**src/rtl/regm_wctrl_if.sv**
```systemverilog
// Write-port bundle between the two writeback requesters, the controller and the register file.
// The master side issues requests; the slave side is the controller.
interface regm_wctrl_if;
  logic        req0_valid;
  logic        req0_ready;
  logic [4:0]  req0_addr;
  logic [31:0] req0_data;
  logic        req1_valid;
  logic        req1_ready;
  logic [4:0]  req1_addr;
  logic [31:0] req1_data;
  logic        init_done;
  logic        write;
  logic [4:0]  waddr;
  logic [31:0] wdata;

  modport master (
    output req0_valid, req0_addr, req0_data,
    output req1_valid, req1_addr, req1_data,
    input  req0_ready, req1_ready,
    input  init_done, write, waddr, wdata
  );

  modport slave (
    input  req0_valid, req0_addr, req0_data,
    input  req1_valid, req1_addr, req1_data,
    output req0_ready, req1_ready,
    output init_done, write, waddr, wdata
  );
endinterface

```
**src/rtl/regm_wctrl.sv**
```systemverilog
// Register-file write-port controller: zero-init sweep of x1..x31 after reset, then
// round-robin arbitration of the single write port between two writeback requesters.
module regm_wctrl #(
  parameter bit          INIT_ENABLE = 1'b1,
  parameter logic [31:0] INIT_VALUE  = 32'h0
) (
  input logic         clk,
  input logic         rst,
  regm_wctrl_if.slave bus
);

  localparam logic [0:0] StInit  = 1'b0;
  localparam logic [0:0] StRun   = 1'b1;
  localparam logic [0:0] StReset = INIT_ENABLE ? StInit : StRun;

  logic [0:0]  state_q;
  logic [4:0]  cnt_q;
  logic        rr_last_q;
  logic        write_q;
  logic [4:0]  waddr_q;
  logic [31:0] wdata_q;
  logic        init_done_q;

  logic        gnt0;
  logic        gnt1;
  logic        contested;
  logic [4:0]  win_addr;
  logic [31:0] win_data;

  // rr_last_q == 1 means requester 1 won the last contest, so requester 0 is preferred.
  always_comb begin
    gnt0 = 1'b0;
    gnt1 = 1'b0;
    if (state_q == StRun) begin
      if (bus.req0_valid && (!bus.req1_valid || rr_last_q)) begin
        gnt0 = 1'b1;
      end else if (bus.req1_valid) begin
        gnt1 = 1'b1;
      end
    end
  end

  assign contested = bus.req0_valid && bus.req1_valid;
  assign win_addr  = gnt0 ? bus.req0_addr : bus.req1_addr;
  assign win_data  = gnt0 ? bus.req0_data : bus.req1_data;

  always_ff @(posedge clk or posedge rst) begin
    if (rst) begin
      state_q     <= StReset;
      cnt_q       <= 5'd1;
      rr_last_q   <= 1'b1;
      write_q     <= 1'b0;
      waddr_q     <= 5'd0;
      wdata_q     <= 32'd0;
      init_done_q <= !INIT_ENABLE;
    end else begin
      case (state_q)
        StInit: begin
          write_q <= 1'b1;
          waddr_q <= cnt_q;
          wdata_q <= INIT_VALUE;
          cnt_q   <= cnt_q + 5'd1;
          if (cnt_q == 5'd31) begin
            state_q     <= StRun;
            init_done_q <= 1'b1;
          end
        end
        default: begin
          // Writes to x0 are accepted but never issued; address/data then hold.
          write_q <= (gnt0 || gnt1) && (win_addr != 5'd0);
          if ((gnt0 || gnt1) && (win_addr != 5'd0)) begin
            waddr_q <= win_addr;
            wdata_q <= win_data;
          end
          if (contested) begin
            rr_last_q <= gnt1;
          end
        end
      endcase
    end
  end

  assign bus.req0_ready = gnt0;
  assign bus.req1_ready = gnt1;
  assign bus.init_done  = init_done_q;
  assign bus.write      = write_q;
  assign bus.waddr      = waddr_q;
  assign bus.wdata      = wdata_q;

endmodule

```
**src/flat_wrapper.sv**
```systemverilog
// flat-port wrapper written by rule: the top's interface ports become plain ports
module regm_wctrl_flat 
#(
  parameter bit          INIT_ENABLE = 1'b1,
  parameter logic [31:0] INIT_VALUE  = 32'h0
)
  (clk, rst, bus_req0_valid, bus_req0_addr, bus_req0_data, bus_req1_valid, bus_req1_addr, bus_req1_data, bus_req0_ready, bus_req1_ready, bus_init_done, bus_write, bus_waddr, bus_wdata);
  regm_wctrl_if bus_i ();
  input logic clk;
  input logic rst;
  input wire logic [$bits(bus_i.req0_valid)-1:0] bus_req0_valid;
  input wire logic [$bits(bus_i.req0_addr)-1:0] bus_req0_addr;
  input wire logic [$bits(bus_i.req0_data)-1:0] bus_req0_data;
  input wire logic [$bits(bus_i.req1_valid)-1:0] bus_req1_valid;
  input wire logic [$bits(bus_i.req1_addr)-1:0] bus_req1_addr;
  input wire logic [$bits(bus_i.req1_data)-1:0] bus_req1_data;
  output wire logic [$bits(bus_i.req0_ready)-1:0] bus_req0_ready;
  output wire logic [$bits(bus_i.req1_ready)-1:0] bus_req1_ready;
  output wire logic [$bits(bus_i.init_done)-1:0] bus_init_done;
  output wire logic [$bits(bus_i.write)-1:0] bus_write;
  output wire logic [$bits(bus_i.waddr)-1:0] bus_waddr;
  output wire logic [$bits(bus_i.wdata)-1:0] bus_wdata;
  assign bus_i.req0_valid = bus_req0_valid;
  assign bus_i.req0_addr = bus_req0_addr;
  assign bus_i.req0_data = bus_req0_data;
  assign bus_i.req1_valid = bus_req1_valid;
  assign bus_i.req1_addr = bus_req1_addr;
  assign bus_i.req1_data = bus_req1_data;
  assign bus_req0_ready = bus_i.req0_ready;
  assign bus_req1_ready = bus_i.req1_ready;
  assign bus_init_done = bus_i.init_done;
  assign bus_write = bus_i.write;
  assign bus_waddr = bus_i.waddr;
  assign bus_wdata = bus_i.wdata;
  regm_wctrl #(.INIT_ENABLE(INIT_ENABLE), .INIT_VALUE(INIT_VALUE)) u_core (.clk(clk), .rst(rst), .bus(bus_i));
endmodule
```
**config.mk**
```make
export PLATFORM = sky130hd
export DESIGN_NAME = regm_wctrl_flat
export DESIGN_NICKNAME = d
export VERILOG_FILES = /design/src/rtl/regm_wctrl_if.sv /design/src/rtl/regm_wctrl.sv /design/src/flat_wrapper.sv
export SDC_FILE = /design/constraint.sdc
export NUM_CORES = 1
export LEC_CHECK = 0
export CAP_MARGIN = 10
export CORE_AREA = 5 5 86 88
export CTS_CLUSTER_SIZE = 12
export DETAILED_ROUTE_END_ITERATION = 12
export DIE_AREA = 0 0 91 93
export PLACE_DENSITY = 0.87
export SKIP_LAST_GASP = 1
export SLEW_MARGIN = 10
export SYNTH_ARGS = -nofsm -noshare
export SYNTH_HDL_FRONTEND = slang
export SYNTH_SLANG_ARGS = --single-unit
```
**constraint.sdc**
```tcl
create_clock -name clk -period 2 [get_ports clk]
set_input_delay 0.4 -clock clk [delete_from_list [all_inputs] [get_ports clk]]
set_output_delay 0.4 -clock clk [all_outputs]
set_load 0.03 [all_outputs]
```
==> impl_metrics.yaml, run 1 <==
setup_path:
  crit_arrival_ps: 2130
  cp_slowest_cell: "or4_4"
  crit_path_max_fanout: 8
  worst-path-buf-inv: 2
  rr_endpoint: "u_core.bus.wdata[8]"
  worstPathCellList: "buf_6 > or4_4 > or4_4 > buf_16 > a31oi_1 > a311oi_2"
  crit_type: "in2reg"
  cp_top_family: "simple AND/OR/NAND/NOR gates"
  ff2ff_path_depth: 5
  critPathCaptureType: "flip-flop"
  worstReg2RegStart: "u_core.rr_last_q"
  path_common_cell: "or4_4"
  ff2ff_setup_slack_ps: 50
  cp.required_ps: 2140
  setup.worst_path.start_class: "primary input"
  cpPeakStageDelay_ps: 630
die:
  rows: 30
  die_w_um: 91
  die_h_um: 93
  ios: 119
  core_um2: 6570
  die_area_um2: 8460
  start_util_pct: 38.6
pwr:
  ir_drop_mv: 0.498
  p_switching_mw: 1.20
  seq_power_share_pct: 36.5
  power.density_nw_per_um2: 754
  p_comb_share_pct: 45.6
  p_clk_share_pct: 17.9
  p_leak_nw: 1.77
  p_int_mw: 2.09
  p_total_mw: 3.29
  swShare_pct: 36.5
hold_path:
  worstHoldStart: "bus_req0_addr[4]"
  min_path_type: "in2reg"
  hold_path_end: "u_core.bus.waddr[4]"
  hold_depth: 3
drt:
  drtIter0Drc: 165
  wl_per_cell_um: 20.0
  drtAntennaViolNets: 0
  drtPass1Iterations: 6
  drt_wl_total_um: 9650
  drc: 0
  vias: 2895
  viasPerCell: 6.01
timing:
  finalHoldViolCount: 0
  setup_violations: 0
  drv_slew: 0
  worst_slack_ps: 15.7
  fin_tns_setup_ps: 0
  worst_slew_pin_slew_ps: 682
  fin_skew_ps: 4.68
  relSlewSlack_pct: 54.4
  max_freq_mhz: 504
  whs_ps: 451
  finalCritPeriodShare_pct: 99.2
  period_needed_ps: 1980
layout:
  area_growth_pct: 72.3
  seqCellArea_um2: 1150
  fillCellCount: 491
  post-route-util_pct: 66.5
  multi_input_area_um2: 1380
  drive_above_1_share_pct: 21.1
  antenna_cells: 0
  layout.nets: 481
clocking:
  clock_sinks: 46
  h-tree-depth: 2
  clock_latency_ps: 290
  ctsRootBufferMaster: "clkbuf_8"
  tritoncts: "built"
  clk_pin_slew_worst_paths_ps: 90
  cts-buffers-inserted: 5
  clockBufferDepth: 2
global_route:
  antenna_found_initial: 0
  grt_use_total_pct: 21.5
  grt_pass1_vias: 2925
  globalRouteOverflowTotal: 0
  grt_pass1_wl_um: 14900
  grt_max_degree: 47
logic_synthesis:
  ys_seq_elements: 46
  synth_top_cell_by_area: "dfrtp_1"
  ys_seq_area_share_pct: 45.5
  synth_top_area_share_pct: 43.4
  syn_avg_cell_area_um2: 9.42
  yosys-top-cells-area: "dfrtp_1 43%, a311oi_1 11%, a31oi_1 8.4%"
  synth_cells: 269
  ys_types: 37
  yosys_warnings: 0
  synth_area_um2: 2530
  syn_nets: 349
flow_run:
  cap_violations: 0
run_status:
  status: "complete, no violations"
place:
  numPortBuffers: 118
  hpwl_um: 6130
  pre_cts_slack_ps: -692
  place_congestion: 0.870
[cell usage in the layout, fill, tap and decap left out, types with 2 or more instances in the layout]
cell	n
a311oi_1	24
a311oi_2	8
dlymetal6s2s_1	4
nand3_1	33
a21oi_1	2
or2_2	2
ha_1	2
or4_4	3
a31oi_1	27
mux2_2	2
o211ai_1	4
xnor2_1	4
inv_1	4
nor2_1	3
nand2_1	35
clkdlybuf4s50_1	106
dlygate4sd2_1	2
a21o_1	5
o311ai_0	4
buf_4	24
o221ai_1	4
buf_6	7
buf_12	7
dfstp_2	2
buf_16	2
dfrtp_1	44
clkbuf_8	6
buf_2	2
nor3_4	3
a31oi_4	3
a31oi_2	4
[how the worst max path moves through the flow]
| stage | start | endpoint | slack [ps] | depth (start not counted) |
|---|---|---|---|---|
| after floorplan | bus_req0_addr[3] | u_core.bus.wdata[0] | 40 | 6 |
| after global placement | bus_req0_addr[3] | u_core.bus.wdata[15] | -520 | 6 |
| after detailed placement | bus_req1_valid | u_core.bus.wdata[26] | -690 | 5 |
| after CTS | bus_req1_addr[3] | u_core.bus.wdata[3] | -9 | 6 |
| after global routing | u_core.rr_last_q | u_core.bus.waddr[0] | -8 | 6 |
| final | bus_req0_addr[4] | u_core.bus.wdata[8] | 20 | 6 |
[area by class of cell]
type                       instances  area share, %
inverter                           6          0.516
tap                               80           2.29
timing repair buffer             156           37.0
multi-input combinational        186           31.6
clock inverter                     1          0.115
clock buffer                       7           1.98
sequential                        46           26.4
[cells by family (layout without fill, tap and decap cells)]
logic type	Yosys count	in the layout	synth area share, %
AO/OA/AOI/OAI	88	88	26.4
AND/OR/NAND/NOR	88	90	16.7
flip-flops	46	46	45.5
buffers and inverters	39	170	8.09
XOR/XNOR	4	4	1.38
adder cells (fa/ha/maj)	2	2	0.987
multiplexers	2	2	0.888
[synth_stat cells]
cell           number
buf_2               9
buf_6               3
dlygate4sd1_1       2
a311oi_1           32
clkbuf_1           14
dfrtp_1            44
and3_1              2
a211oi_2            1
dfstp_2             2
o31ai_1             1
a211o_1             1
o221ai_1            4
or4_1               2
nor2b_1             1
xnor2_1             4
nor3_1              1
mux2_2              2
nand2b_1            1
nor4_2              1
ha_1                2
o311ai_0            4
a21oi_1             2
nand4_1             1
a21o_1              5
nand2_1            37
clkinv_1            1
inv_1               5
or2_2               2
or4_4               1
buf_1               1
nor3_2              1
o211ai_1            4
nand3_1            34
and2_1              1
a31oi_1            34
buf_4               4
nor2_1              3
[layer usage]
layer  GRT usage, %  up-vias  part of all wire, %
li1               -     1315                    -
met1           28.5     1403                   40
met2           35.2      154                   51
met3           4.99       23                  7.4
met4           5.99        0                  2.0
met5              0        -                    0
[metrics by stage]
| step | instances | cell area, µm² |
|---|---|---|
| finish | 482 | 4370 |
| global route | 482 | 4370 |
| CTS | 477 | 4220 |
| detailed placement | 459 | 3860 |
| global placement | 459 | 3860 |
| floorplan | 269 | 2530 |
[worst min-delay path: stages]
cell	delay [ps]
buf_6	70
o211ai_1	90
o221ai_1	140
[power groups by stage]
| stage | Combinational [mW] | Clock, mW | Sequential (mW) |
|---|---|---|---|
| 3_5_place_dp | 1.35 | 0 | 1.21 |
| 5_1_grt | 1.59 | 0.634 | 1.22 |
| 4_1_cts | 1.42 | 0.596 | 1.20 |
| 2_1_floorplan | 0.423 | 0 | 1.48 |
| 3_3_place_gp | 1.32 | 0 | 1.20 |
| 6_report | 1.50 | 0.589 | 1.20 |
[sequential cells by signal, summed over array words and instances, names as in the netlist]
name / count
u_core.bus.init_done: 1
u_core.bus.waddr: 5
u_core.bus.wdata: 32
u_core.bus.write: 1
u_core.cnt_q: 5
u_core.rr_last_q: 1
u_core.state_q: 1
[repair_timing]
| action | CTS | global route |
|---|---|---|
| gates resized for setup | 46 | 20 |
| pin swaps | 19 | 6 |
| hold buffers | 0 | 0 |
| endpoints found under the setup margin | 38 | 37 |
| setup buffers | 8 | 4 |
| gates cloned | 3 | 1 |
Power figures use the tool's default switching activity.
==> inputs of run 2 (changes only) <==
- clock period: 2 -> 2.15 ns (I/O delays scaled with it)
==> impl_metrics.yaml, run 2 (synthesized netlist as in run 1, its figures left out) <==
timing:
  setup_violations: 0
  worst_slack_ps: 38.4
  worst_slew_pin_slew_ps: 485
  finalHoldViolCount: 0
  max_freq_mhz: 474
  relSlewSlack_pct: 67.5
  whs_ps: 432
  rsz0062_at_grt: "yes"
  drv_slew: 0
  period_needed_ps: 2110
  finalCritPeriodShare_pct: 98.2
  fin_skew_ps: 10.4
setup_path:
  worstReg2RegStart: "u_core.rr_last_q"
  cpPeakStageDelay_ps: 570
  crit_arrival_ps: 1680
  ff2ff_path_depth: 5
  worstPathCellList: "clkdlybuf4s50_1 > buf_4 > nand2_2 > and3_4 > buf_6"
  cp.required_ps: 1720
  rr_endpoint: "u_core.bus.wdata[22]"
  critPathCaptureType: "output port"
  ff2ff_setup_slack_ps: 270
  crit_type: "in2out"
  crit_path_max_fanout: 16
  setup.worst_path.start_class: "primary input"
  cp_slowest_cell: "clkdlybuf4s50_1"
pwr:
  ir_drop_mv: 0.434
  power.density_nw_per_um2: 693
  p_clk_share_pct: 17.0
  p_comb_share_pct: 45.7
  seq_power_share_pct: 37.2
  p_total_mw: 3.00
  p_switching_mw: 1.11
  p_leak_nw: 1.75
  swShare_pct: 37.0
  p_int_mw: 1.89
layout:
  design_area_um2: 4330
  final_cell_mix: "108 x clkdlybuf4s50_1, 44 x dfrtp_1, 36 x nand2_1"
  area_growth_pct: 70.7
  fillCellCount: 531
  seqCellArea_um2: 1150
  multi_input_area_um2: 1410
  drive_above_1_share_pct: 22.8
  largest_reg_flops: 32
  layout.nets: 482
  final_common_cell: "clkdlybuf4s50_1"
  antenna_cells: 0
place:
  hpwl_um: 6480
  pre_cts_slack_ps: -545
  numPortBuffers: 118
  place_area_um2: 3870
  place_congestion: 0.875
hold_path:
  min_path_type: "in2async"
die:
  core_um2: 6570
  ios: 119
  die_area_um2: 8460
  die_w_um: 91
  die_h_um: 93
  rows: 30
  start_util_pct: 38.6
global_route:
  grt_max_degree: 23
  grt_pass1_wl_um: 15200
  grt_use_total_pct: 21.7
  antenna_found_initial: 0
  globalRouteOverflowTotal: 0
  grt_pass1_vias: 3053
clocking:
  clockBufferDepth: 2
  clock_latency_ps: 290
  cts-buffers-inserted: 5
  ctsRootBufferMaster: "clkbuf_8"
  clock_sinks: 46
  h-tree-depth: 2
  hold_buffers: 0
  clk_pin_slew_worst_paths_ps: 80
  tritoncts: "built"
drt:
  drtIter0Drc: 162
  drt_wl_total_um: 9690
  drtAntennaViolNets: 0
  wl_per_cell_um: 20.1
  vias: 2901
  drtPass1Iterations: 4
  drc: 0
  viasPerCell: 6.01
run_status:
  status: "complete, no violations"
flow_run:
  cap_violations: 0
==> run 2: layout make-up <==
class / count / area share [%]
Timing Repair Buffer: 158 / 36.1
Tap cell: 80 / 2.31
Multi-Input combinational cell: 185 / 32.5
Clock buffer: 8 / 1.85
Inverter: 6 / 0.521
Sequential cell: 46 / 26.7
==> run 2: per-layer routing <==
metal	global-route usage [%]	up-vias	share of wire, %
li1	-	1310	-
met1	26.5	1444	40
met2	37.6	130	51
met3	4.83	17	7.0
met4	7.58	0	1.9
met5	0	-	0
==> run 2: what timing repair did <==
action	in CTS	in global routing
gates cloned	1	2
setup buffers	7	2
endpoints found under the setup margin	36	34
resized for setup	34	23
pin swaps	6	6
endpoints found under the hold margin	0	0
==> run 2: worst max-delay path by stage <==
| stage | start | to | slack [ps] | cells after the start |
|---|---|---|---|---|
| final | bus_req0_valid | bus_req1_ready | 40 | 5 |
| after global routing | bus_req0_valid | bus_req1_ready | 2 | 5 |
| after CTS | bus_req0_valid | u_core.bus.wdata[31] | 8 | 6 |
| after detailed placement | bus_req0_valid | u_core.bus.wdata[27] | -550 | 5 |
| after global placement | bus_req1_valid | u_core.bus.wdata[2] | -410 | 5 |
| after floorplan | bus_req0_addr[3] | u_core.bus.wdata[0] | 160 | 6 |
==> run 2: power groups by stage <==
stage	clock (mW)	sequential (mW)	combinational [mW]
3_3_place_gp	0	1.12	1.22
6_report	0.510	1.12	1.37
2_1_floorplan	0	1.38	0.393
3_5_place_dp	0	1.13	1.24
5_1_grt	0.559	1.13	1.45
4_1_cts	0.517	1.11	1.32
==> run 2: through the flow <==
stage / instances / setup TNS (ps) / util, %
6_report: 483 / 0 / 65.9
5_1_grt: 483 / 0 / 65.9
4_1_cts: 479 / 0 / 63.3
3_5_place_dp: 463 / -17200 / 58.9
3_3_place_gp: 463 / -14490 / 58.9
2_1_floorplan: 269 / 0 / -
==> run 2: worst max-delay path, delay by kind of cell <==
family,cells,cell delay [ps]
buffers and inverters,3,960
and+or+nand+nor,2,290
==> inputs of run 3 (changes only) <==
- ABC_CLOCK_PERIOD_IN_PS: not set -> 2150
==> results of run 3 <==
The final DEF is identical to that of run 2; final timing and power are the same.
